[src/rtl/pwl_wave_player_if.sv]
// Parameter block for the PWL player: per-point amplitude, length and slope plus run controls.
interface IParams #(
  parameter int PARAM_SIZE = 32,
  parameter int POINTS     = 9
);
  logic [PARAM_SIZE-1:0] linea     [POINTS];
  logic [PARAM_SIZE-1:0] linet     [POINTS];
  logic [PARAM_SIZE-1:0] linet_int [POINTS];
  logic [PARAM_SIZE-1:0] linenmb;
  logic [PARAM_SIZE-1:0] repeatcycle;

  modport in  (input  linea, linet, linet_int, linenmb, repeatcycle);
  modport out (output linea, linet, linet_int, linenmb, repeatcycle);
endinterface

[src/rtl/pwl_wave_player.sv]
// Plays a snapshotted piecewise-linear waveform as a stream; PWL_SAT_EN clamps samples instead of wrapping.
// Latency: start -> LOAD -> first sample two cycles later; one bubble cycle per segment load.
// Backpressure: sample held stable while m_tvalid && !m_tready; tvalid is a pure function of state.
module pwl_wave_player #(
  parameter int PARAM_SIZE = 32,
  parameter int POINTS     = 9,
  parameter int DATA_W     = 16,
  parameter int FRAC       = 16
) (
  input  logic              aclk,
  input  logic              aresetn,
  IParams.in                params,
  input  logic              start,
  input  logic              stop,
  output logic [DATA_W-1:0] m_tdata,
  output logic              m_tvalid,
  input  logic              m_tready,
  output logic              m_tlast,
  output logic              busy,
  output logic              done
);

  localparam int ACC_W = PARAM_SIZE + FRAC;
  localparam int SEG_W = $clog2(POINTS);
  localparam logic [PARAM_SIZE-1:0] MAX_SEG = PARAM_SIZE'(POINTS - 1);

  typedef enum logic [1:0] {S_IDLE, S_LOAD, S_RUN} state_t;

  state_t state, state_d;

  logic [PARAM_SIZE-1:0] linea_sh     [POINTS];
  logic [PARAM_SIZE-1:0] linet_sh     [POINTS];
  logic [PARAM_SIZE-1:0] linet_int_sh [POINTS];
  logic [PARAM_SIZE-1:0] rep_sh;
  logic [SEG_W-1:0]      nseg;
  logic [SEG_W-1:0]      nseg_in;
  logic [SEG_W-1:0]      seg;
  logic [PARAM_SIZE-1:0] rep;
  logic [PARAM_SIZE-1:0] scnt;
  logic [ACC_W-1:0]      acc;
  logic [ACC_W-1:0]      slope_ext;
  logic                  stop_pend;

  logic abort, rest_empty, rep_end;
  logic done_d, capture, load_seg, seg_inc, step, new_pass;
  logic [DATA_W-1:0] sample;

  assign nseg_in   = (params.linenmb > MAX_SEG) ? SEG_W'(POINTS - 1) : params.linenmb[SEG_W-1:0];
  assign abort     = stop_pend | stop;
  assign rep_end   = (rep_sh != '0) && (rep == rep_sh);
  assign slope_ext = {{FRAC{linet_int_sh[seg][PARAM_SIZE-1]}}, linet_int_sh[seg]};

  // A pass ends on the last sample of the last non-empty segment, so trailing empty ones cost nothing.
  always_comb begin
    rest_empty = 1'b1;
    for (int j = 0; j < POINTS; j++) begin
      if ((j > int'(seg)) && (j < int'(nseg)) && (linet_sh[j] != '0)) rest_empty = 1'b0;
    end
  end

  always_ff @(posedge aclk or negedge aresetn) begin
    if (!aresetn) state <= S_IDLE;
    else          state <= state_d;
  end

  always_comb begin
    state_d  = state;
    done_d   = 1'b0;
    capture  = 1'b0;
    load_seg = 1'b0;
    seg_inc  = 1'b0;
    step     = 1'b0;
    new_pass = 1'b0;
    case (state)
      S_IDLE: begin
        if (start) begin
          capture = 1'b1;
          if (nseg_in == '0) done_d  = 1'b1;
          else               state_d = S_LOAD;
        end
      end
      S_LOAD: begin
        // Reaching seg==nseg here means the whole pass was empty.
        if (abort || (seg == nseg)) begin
          done_d  = 1'b1;
          state_d = S_IDLE;
        end else if (linet_sh[seg] == '0) begin
          seg_inc = 1'b1;
        end else begin
          load_seg = 1'b1;
          state_d  = S_RUN;
        end
      end
      S_RUN: begin
        if (m_tready) begin
          step = 1'b1;
          if (abort) begin
            done_d  = 1'b1;
            state_d = S_IDLE;
          end else if (scnt == '0) begin
            if (!rest_empty) begin
              seg_inc = 1'b1;
              state_d = S_LOAD;
            end else if (rep_end) begin
              done_d  = 1'b1;
              state_d = S_IDLE;
            end else begin
              new_pass = 1'b1;
              state_d  = S_LOAD;
            end
          end
        end
      end
      default: state_d = S_IDLE;
    endcase
  end

  always_ff @(posedge aclk or negedge aresetn) begin
    if (!aresetn) begin
      for (int k = 0; k < POINTS; k++) begin
        linea_sh[k]     <= '0;
        linet_sh[k]     <= '0;
        linet_int_sh[k] <= '0;
      end
      rep_sh    <= '0;
      nseg      <= '0;
      seg       <= '0;
      rep       <= '0;
      scnt      <= '0;
      acc       <= '0;
      stop_pend <= 1'b0;
      done      <= 1'b0;
    end else begin
      done <= done_d;
      if (capture) begin
        for (int k = 0; k < POINTS; k++) begin
          linea_sh[k]     <= params.linea[k];
          linet_sh[k]     <= params.linet[k];
          linet_int_sh[k] <= params.linet_int[k];
        end
        rep_sh <= params.repeatcycle;
        nseg   <= nseg_in;
        seg    <= '0;
        rep    <= PARAM_SIZE'(1);
      end
      if (seg_inc) seg <= seg + SEG_W'(1);
      if (new_pass) begin
        seg <= '0;
        if (rep != '1) rep <= rep + PARAM_SIZE'(1);
      end
      if (load_seg) begin
        acc  <= {linea_sh[seg], {FRAC{1'b0}}};
        scnt <= linet_sh[seg] - PARAM_SIZE'(1);
      end
      if (step) begin
        acc  <= acc + slope_ext;
        scnt <= scnt - PARAM_SIZE'(1);
      end
      // A stop seen in IDLE, or alongside the accepted start, must not abort the new run.
      if ((state == S_IDLE) || (state_d == S_IDLE)) stop_pend <= 1'b0;
      else if (stop)                                stop_pend <= 1'b1;
    end
  end

`ifdef PWL_SAT_EN
  localparam logic [PARAM_SIZE-1:0] SAT_MAX = {{(PARAM_SIZE-DATA_W+1){1'b0}}, {(DATA_W-1){1'b1}}};
  localparam logic [PARAM_SIZE-1:0] SAT_MIN = ~SAT_MAX;
  logic [PARAM_SIZE-1:0] int_part;
  assign int_part = acc[ACC_W-1:FRAC];
  always_comb begin
    if ($signed(int_part) > $signed(SAT_MAX))      sample = SAT_MAX[DATA_W-1:0];
    else if ($signed(int_part) < $signed(SAT_MIN)) sample = SAT_MIN[DATA_W-1:0];
    else                                           sample = int_part[DATA_W-1:0];
  end
`else
  assign sample = acc[FRAC +: DATA_W];
`endif

  assign m_tvalid = (state == S_RUN);
  assign m_tdata  = m_tvalid ? sample : '0;
  assign m_tlast  = m_tvalid && (scnt == '0) && rest_empty;
  assign busy     = (state != S_IDLE);

endmodule

[src/flat_wrapper.sv]
// flat-port wrapper written by rule: the top's interface ports become plain ports
module pwl_wave_player_flat 
#(
  parameter int PARAM_SIZE = 32,
  parameter int POINTS     = 9,
  parameter int DATA_W     = 16,
  parameter int FRAC       = 16
)
  (aclk, aresetn, start, stop, m_tdata, m_tvalid, m_tready, m_tlast, busy, done, params_linea, params_linet, params_linet_int, params_linenmb, params_repeatcycle);
  IParams #(.PARAM_SIZE(PARAM_SIZE), .POINTS(POINTS)) params_i ();
  input  logic aclk;
  input  logic aresetn;
  input  logic start;
  input  logic stop;
  output logic [DATA_W-1:0] m_tdata;
  output logic m_tvalid;
  input  logic m_tready;
  output logic m_tlast;
  output logic busy;
  output logic done;
  input wire logic [$bits(params_i.linea)-1:0] params_linea;
  input wire logic [$bits(params_i.linet)-1:0] params_linet;
  input wire logic [$bits(params_i.linet_int)-1:0] params_linet_int;
  input wire logic [$bits(params_i.linenmb)-1:0] params_linenmb;
  input wire logic [$bits(params_i.repeatcycle)-1:0] params_repeatcycle;
  assign params_i.linea = {>>{params_linea}};
  assign params_i.linet = {>>{params_linet}};
  assign params_i.linet_int = {>>{params_linet_int}};
  assign params_i.linenmb = params_linenmb;
  assign params_i.repeatcycle = params_repeatcycle;
  pwl_wave_player #(.PARAM_SIZE(PARAM_SIZE), .POINTS(POINTS), .DATA_W(DATA_W), .FRAC(FRAC)) u_core (.aclk(aclk), .aresetn(aresetn), .params(params_i), .start(start), .stop(stop), .m_tdata(m_tdata), .m_tvalid(m_tvalid), .m_tready(m_tready), .m_tlast(m_tlast), .busy(busy), .done(done));
endmodule
[config.mk]
export PLATFORM = sky130hd
export DESIGN_NAME = pwl_wave_player_flat
export DESIGN_NICKNAME = d
export VERILOG_FILES = /design/src/rtl/pwl_wave_player_if.sv /design/src/rtl/pwl_wave_player.sv /design/src/flat_wrapper.sv
export SDC_FILE = /design/constraint.sdc
export NUM_CORES = 2
export LEC_CHECK = 0
export ABC_AREA = 1
export BUFFER_PORTS_ARGS = -buffer_cell sky130_fd_sc_hd__buf_4
export CORE_AREA = 2 2 375 377
export DETAILED_ROUTE_END_ITERATION = 7
export DIE_AREA = 0 0 377 379
export MAX_ROUTING_LAYER = met4
export PLACE_DENSITY_LB_ADDON = 0.25
export SYNTH_ARGS = -nofsm -noshare
export SYNTH_HDL_FRONTEND = slang
export SYNTH_SLANG_ARGS = --single-unit
[constraint.sdc]
create_clock -name aclk -period 7.5 [get_ports aclk]
set_input_delay 0 -clock aclk [delete_from_list [all_inputs] [get_ports aclk]]
set_output_delay 0 -clock aclk [all_outputs]
set_load 0.02 [all_outputs]
==> summary.md <==
| Metric | Value |
|---|---|
| Status | `finished clean` |
| TritonRoute pass-1 iters | `6` |
| Post-synth top cells | `nand2_1, dfrtp_1, nor2_1, o21ai_0, inv_1` |
| Starting density of the core | `32.1%` |
| Final Critical Period | `about 5.9 ns` |
| Leak Pwr | `around 34 nW` |
| First-pass GRT wire length | `about 320 mm` |
| Htree depth | `3` |
| Root Driver | `clkbuf_16` |
| Max-cap violations | `0` |
| Remaining routing DRC violations | `0` |
| Flop pwr share | `between 30% and 40%` |
| Total die area | `approximately 140,000 µm²` |
| Synth area leaders | `dfrtp_1, nand2_1, o21ai_0, nor2_1, inv_1` |
| Vias in the first global route | `about 51,000` |
| Internal power | `about 13 mW` |
| Finish-stage setup viols | `0` |
| Seq/Total Area, Yosys | `between 40% and 50%` |
| Synth warn | `0` |
| CP endpoint kind | `flip-flop` |
| FF/Latch Area | `21,500 µm²` |
| Die Height | `between 300 and 400 µm` |
| TritonCTS clock tree | `done` |
| Area delta synth->final | `53.5%` |
| Row cnt | `137` |
| Reg clk slew, reported paths | `approximately 0.06 ns` |
| Chip width | `between 300 and 400 µm` |
| Top cell type by total area after synthesis | `dfrtp_1` |
| Post-Syn Instances | `a little over 6,000` |
| Setup_tns | `0 ns` |
| Final Power | `between 20 and 25 mW` |
| Tcrit/Tclk final | `between 70 and 80%` |
| Layout cells sized above 1 | `between 10% and 20%` |
| Clk Latency, worst-skew pair | `approximately 0.75 ns` |
| Min-Delay Path Class | `input pin to flip-flop` |
| Worst-margin pin slew | `between 1 and 1.5 ns` |
| WP data required | `between 8 and 9 ns` |
| Share of the synthesized area in the top cell type | `between 40 and 50%` |
| Via density | `between 5 and 6` |
| Number of synthesized register bits | `860` |
| Largest net degree at the start of global routing | `about 180` |
| Most instantiated library cell after synthesis | `nand2_1` |
| Final non-filler cell total | `between 10,000 and 15,000` |
| Clock Skews | `~0.061 ns` |
| Fill cells | `12,900` |
| Worst-path maximum fanout | `32` |
| Post-synth EDFFs | `0` |
| Syn avg cell area | `~7.2 µm²` |
| Antenna violations before repair | `between 40 and 50` |
| CTS sink cnt | `860` |
| Hold WS | `between 0.03 and 0.04 ns` |
| DR WL/cell | `21.7 µm` |
| Psw | `about 9 mW` |
| Combinational power share | `about two fifths` |
| Drt total wl | `between 200 and 250 mm` |
| Slew Limit Fails | `0` |
| WP data arrival | `approximately 6.5 ns` |
| CP Launch Type | `flip-flop` |
| Mapped cell area | `between 40,000 and 50,000 µm²` |
| Final Hold Viols | `0` |
| Antenna-violating nets left | `0` |
| Worst IR Drop VDD | `~210 µV` |
| RSZ-0062 raised after global routing | `no` |
| Fmax | `approximately 0.17 GHz` |
| Final GP Congestion | `roughly 0.93` |
| Core area | `roughly 140,000 µm²` |
| Iter 0 DRT Violations | `~5,100` |
| Placed Cells incl. Taps | `8,525` |
| CTS buffer count | `103` |
| Slew margin rel. | `approximately 22%` |
| Synth async-reset ratio | `100%` |
| Port-buffer cells | `808` |
| Vias post-DR | `between 50,000 and 60,000` |
| Top Ports | `between 900 and 1,000` |
| Gr ovfl total | `0` |
| Post-synth cell types | `50` |
| Power share of the clock group | `between 20 and 25%` |
| Syn_nets | `between 7,000 and 8,000` |
| Top_reg_cell synth | `dfrtp_1` |
| Post-DP HPWL | `~150 mm` |
| Pwr Density | `between 300 and 400 nW/µm²` |
| NumNets Final | `slightly above 9,000` |
| CP Class | `flip-flop to flip-flop` |
| Area of the multi-input gates | `between 20,000 and 25,000 µm²` |
| Fin util | `between 40 and 50%` |
| Tot GR Track Use | `30.6%` |
| CTS resizes | `0` |
| CTS Buffer Depth | `3` |
| Net Sw Frac | `approximately 41%` |
sequential cells by signal, summed over array words and instances (netlist names):
| register | count |
|---|---|
| u_core.linet_int_sh | 288 |
| u_core.linet_sh | 288 |
| u_core.linea_sh | 144 |
| u_core.acc | 32 |
| u_core.rep | 32 |
| u_core.rep_sh | 32 |
| u_core.scnt | 32 |
| u_core.nseg | 4 |
| u_core.seg | 4 |
| u_core.state | 2 |
| u_core.done | 1 |
| u_core.stop_pend | 1 |
layout make-up:
class | count | area share (%)
Sequential cell | 860 | 31.5
Multi-Input combinational cell | 4623 | 29.6
Inverter | 380 | 2.11
Timing Repair Buffer | 2124 | 28.2
Antenna cell | 54 | 0.197
Clock buffer | 153 | 4.45
Tap cell | 1807 | 3.30
Clock inverter | 35 | 0.728
cells in the final DEF, fill, tap and decap left out, types with 5 or more instances in the layout:
cell type | synthesis | layout
nand2_1 | 2815 | 2813
dlygate4sd3_1 | 0 | 1268
dfrtp_1 | 860 | 858
buf_4 | 17 | 842
nor2_1 | 567 | 567
o21ai_0 | 536 | 536
inv_1 | 373 | 370
nand3_1 | 138 | 138
clkbuf_16 | 0 | 103
a21oi_1 | 96 | 96
o211ai_1 | 63 | 63
o22ai_1 | 55 | 55
diode_2 | 0 | 54
xor2_1 | 44 | 44
ha_1 | 41 | 41
nand4_1 | 31 | 31
o221ai_1 | 29 | 29
a22o_1 | 29 | 29
o21ai_1 | 28 | 28
clkbuf_8 | 0 | 28
nor3_1 | 26 | 26
clkbuf_1 | 249 | 22
clkinv_2 | 0 | 16
nand3b_1 | 16 | 16
buf_12 | 0 | 12
o31ai_1 | 11 | 11
nor4_1 | 9 | 9
xnor2_1 | 8 | 8
nor2_2 | 8 | 8
a21o_1 | 8 | 8
o21bai_1 | 7 | 7
a22oi_1 | 7 | 7
bufinv_16 | 0 | 7
nand2_2 | 5 | 6
a31o_2 | 6 | 6
a31oi_1 | 6 | 6
o21ai_2 | 6 | 6
inv_2 | 6 | 5
or2_2 | 5 | 5
clkinvlp_4 | 0 | 5
per-layer routing:
metal  vias up  share of wire [%]  GRT usage (%)
met4         0                6.5           17.2
li1      23400                  -              -
met3       602                7.5           5.18
met2      2448                 46           48.1
met1     24400                 40           37.3
met5         -                  0              -
power groups by stage:
| stage | clock (mW) | sequential (mW) | combinational (mW) |
|---|---|---|---|
| final | 5.28 | 8.12 | 8.36 |
| after floorplan | 0 | 7.64 | 4.88 |
| after detailed placement | 0 | 8.08 | 7.44 |
| after CTS | 5.36 | 8.04 | 8.20 |
| after global placement | 0 | 8.06 | 7.35 |
| after global routing | 5.55 | 8.31 | 9.30 |
what timing repair did:
| action | CTS | global route |
|---|---|---|
| hold buffers | 1269 | 0 |
| hold endpoints to repair | 1000 | 0 |
| buffers inserted | 0 | 0 |
critical path: stages, from the launching register on:
cell and delay (ns):
dfrtp_4 0.68, nand2_2 0.06, buf_4 0.33, inv_2 0.65, buf_4 0.43, nand2_1 0.18, nand2_1 0.11, o21bai_1 0.11
nand2_1 0.08, nor2_1 0.29, nand3_1 0.14, nand2_1 0.12, nand2_1 0.06, dlygate4sd3_1 0.55, a21oi_1 0.11, dlygate4sd3_1 0.56
nand2_1 0.06, dlygate4sd3_1 0.56, nand2_1 0.08, a21oi_1 0.06, dlygate4sd3_1 0.55
stage by stage:
stage	worst slack (ns)	cell area, µm²
floorplan	3.44	44600
global placement	2.10	52000
detailed placement	2.06	52000
CTS	1.56	68300
global route	1.22	68400
finish	1.59	68400
final timing paths:
kind,to,cells after the start,startpoint,slack [ns]
setup / recovery,u_core.stop_pend,20,u_core.seg[1],1.59
hold / removal,u_core.linet_sh[106],4,params_linet[106],0.03
setup reg to reg,u_core.stop_pend,20,u_core.seg[1],1.59
hold reg to reg,u_core.linea_sh[234],2,u_core.linea_sh[234],0.47
max in group asynchronous,u_core.linea_sh[202],5,aresetn,5.51
min in group asynchronous,u_core.linet_sh[140],4,aresetn,0.50
kinds of logic after synthesis:
family                   Yosys count  share of synthesized area, %
buffers and inverters            716                          6.37
AO/OA/AOI/OAI                    900                          11.5
flip-flops                       860                          48.3
adder cells (fa/ha/maj)           42                          1.20
XOR/XNOR                          52                          1.02
multiplexers                       3                        0.0674
AND/OR/NAND/NOR                 3626                          31.6
Note: power is estimated with default switching activity, not from simulation.
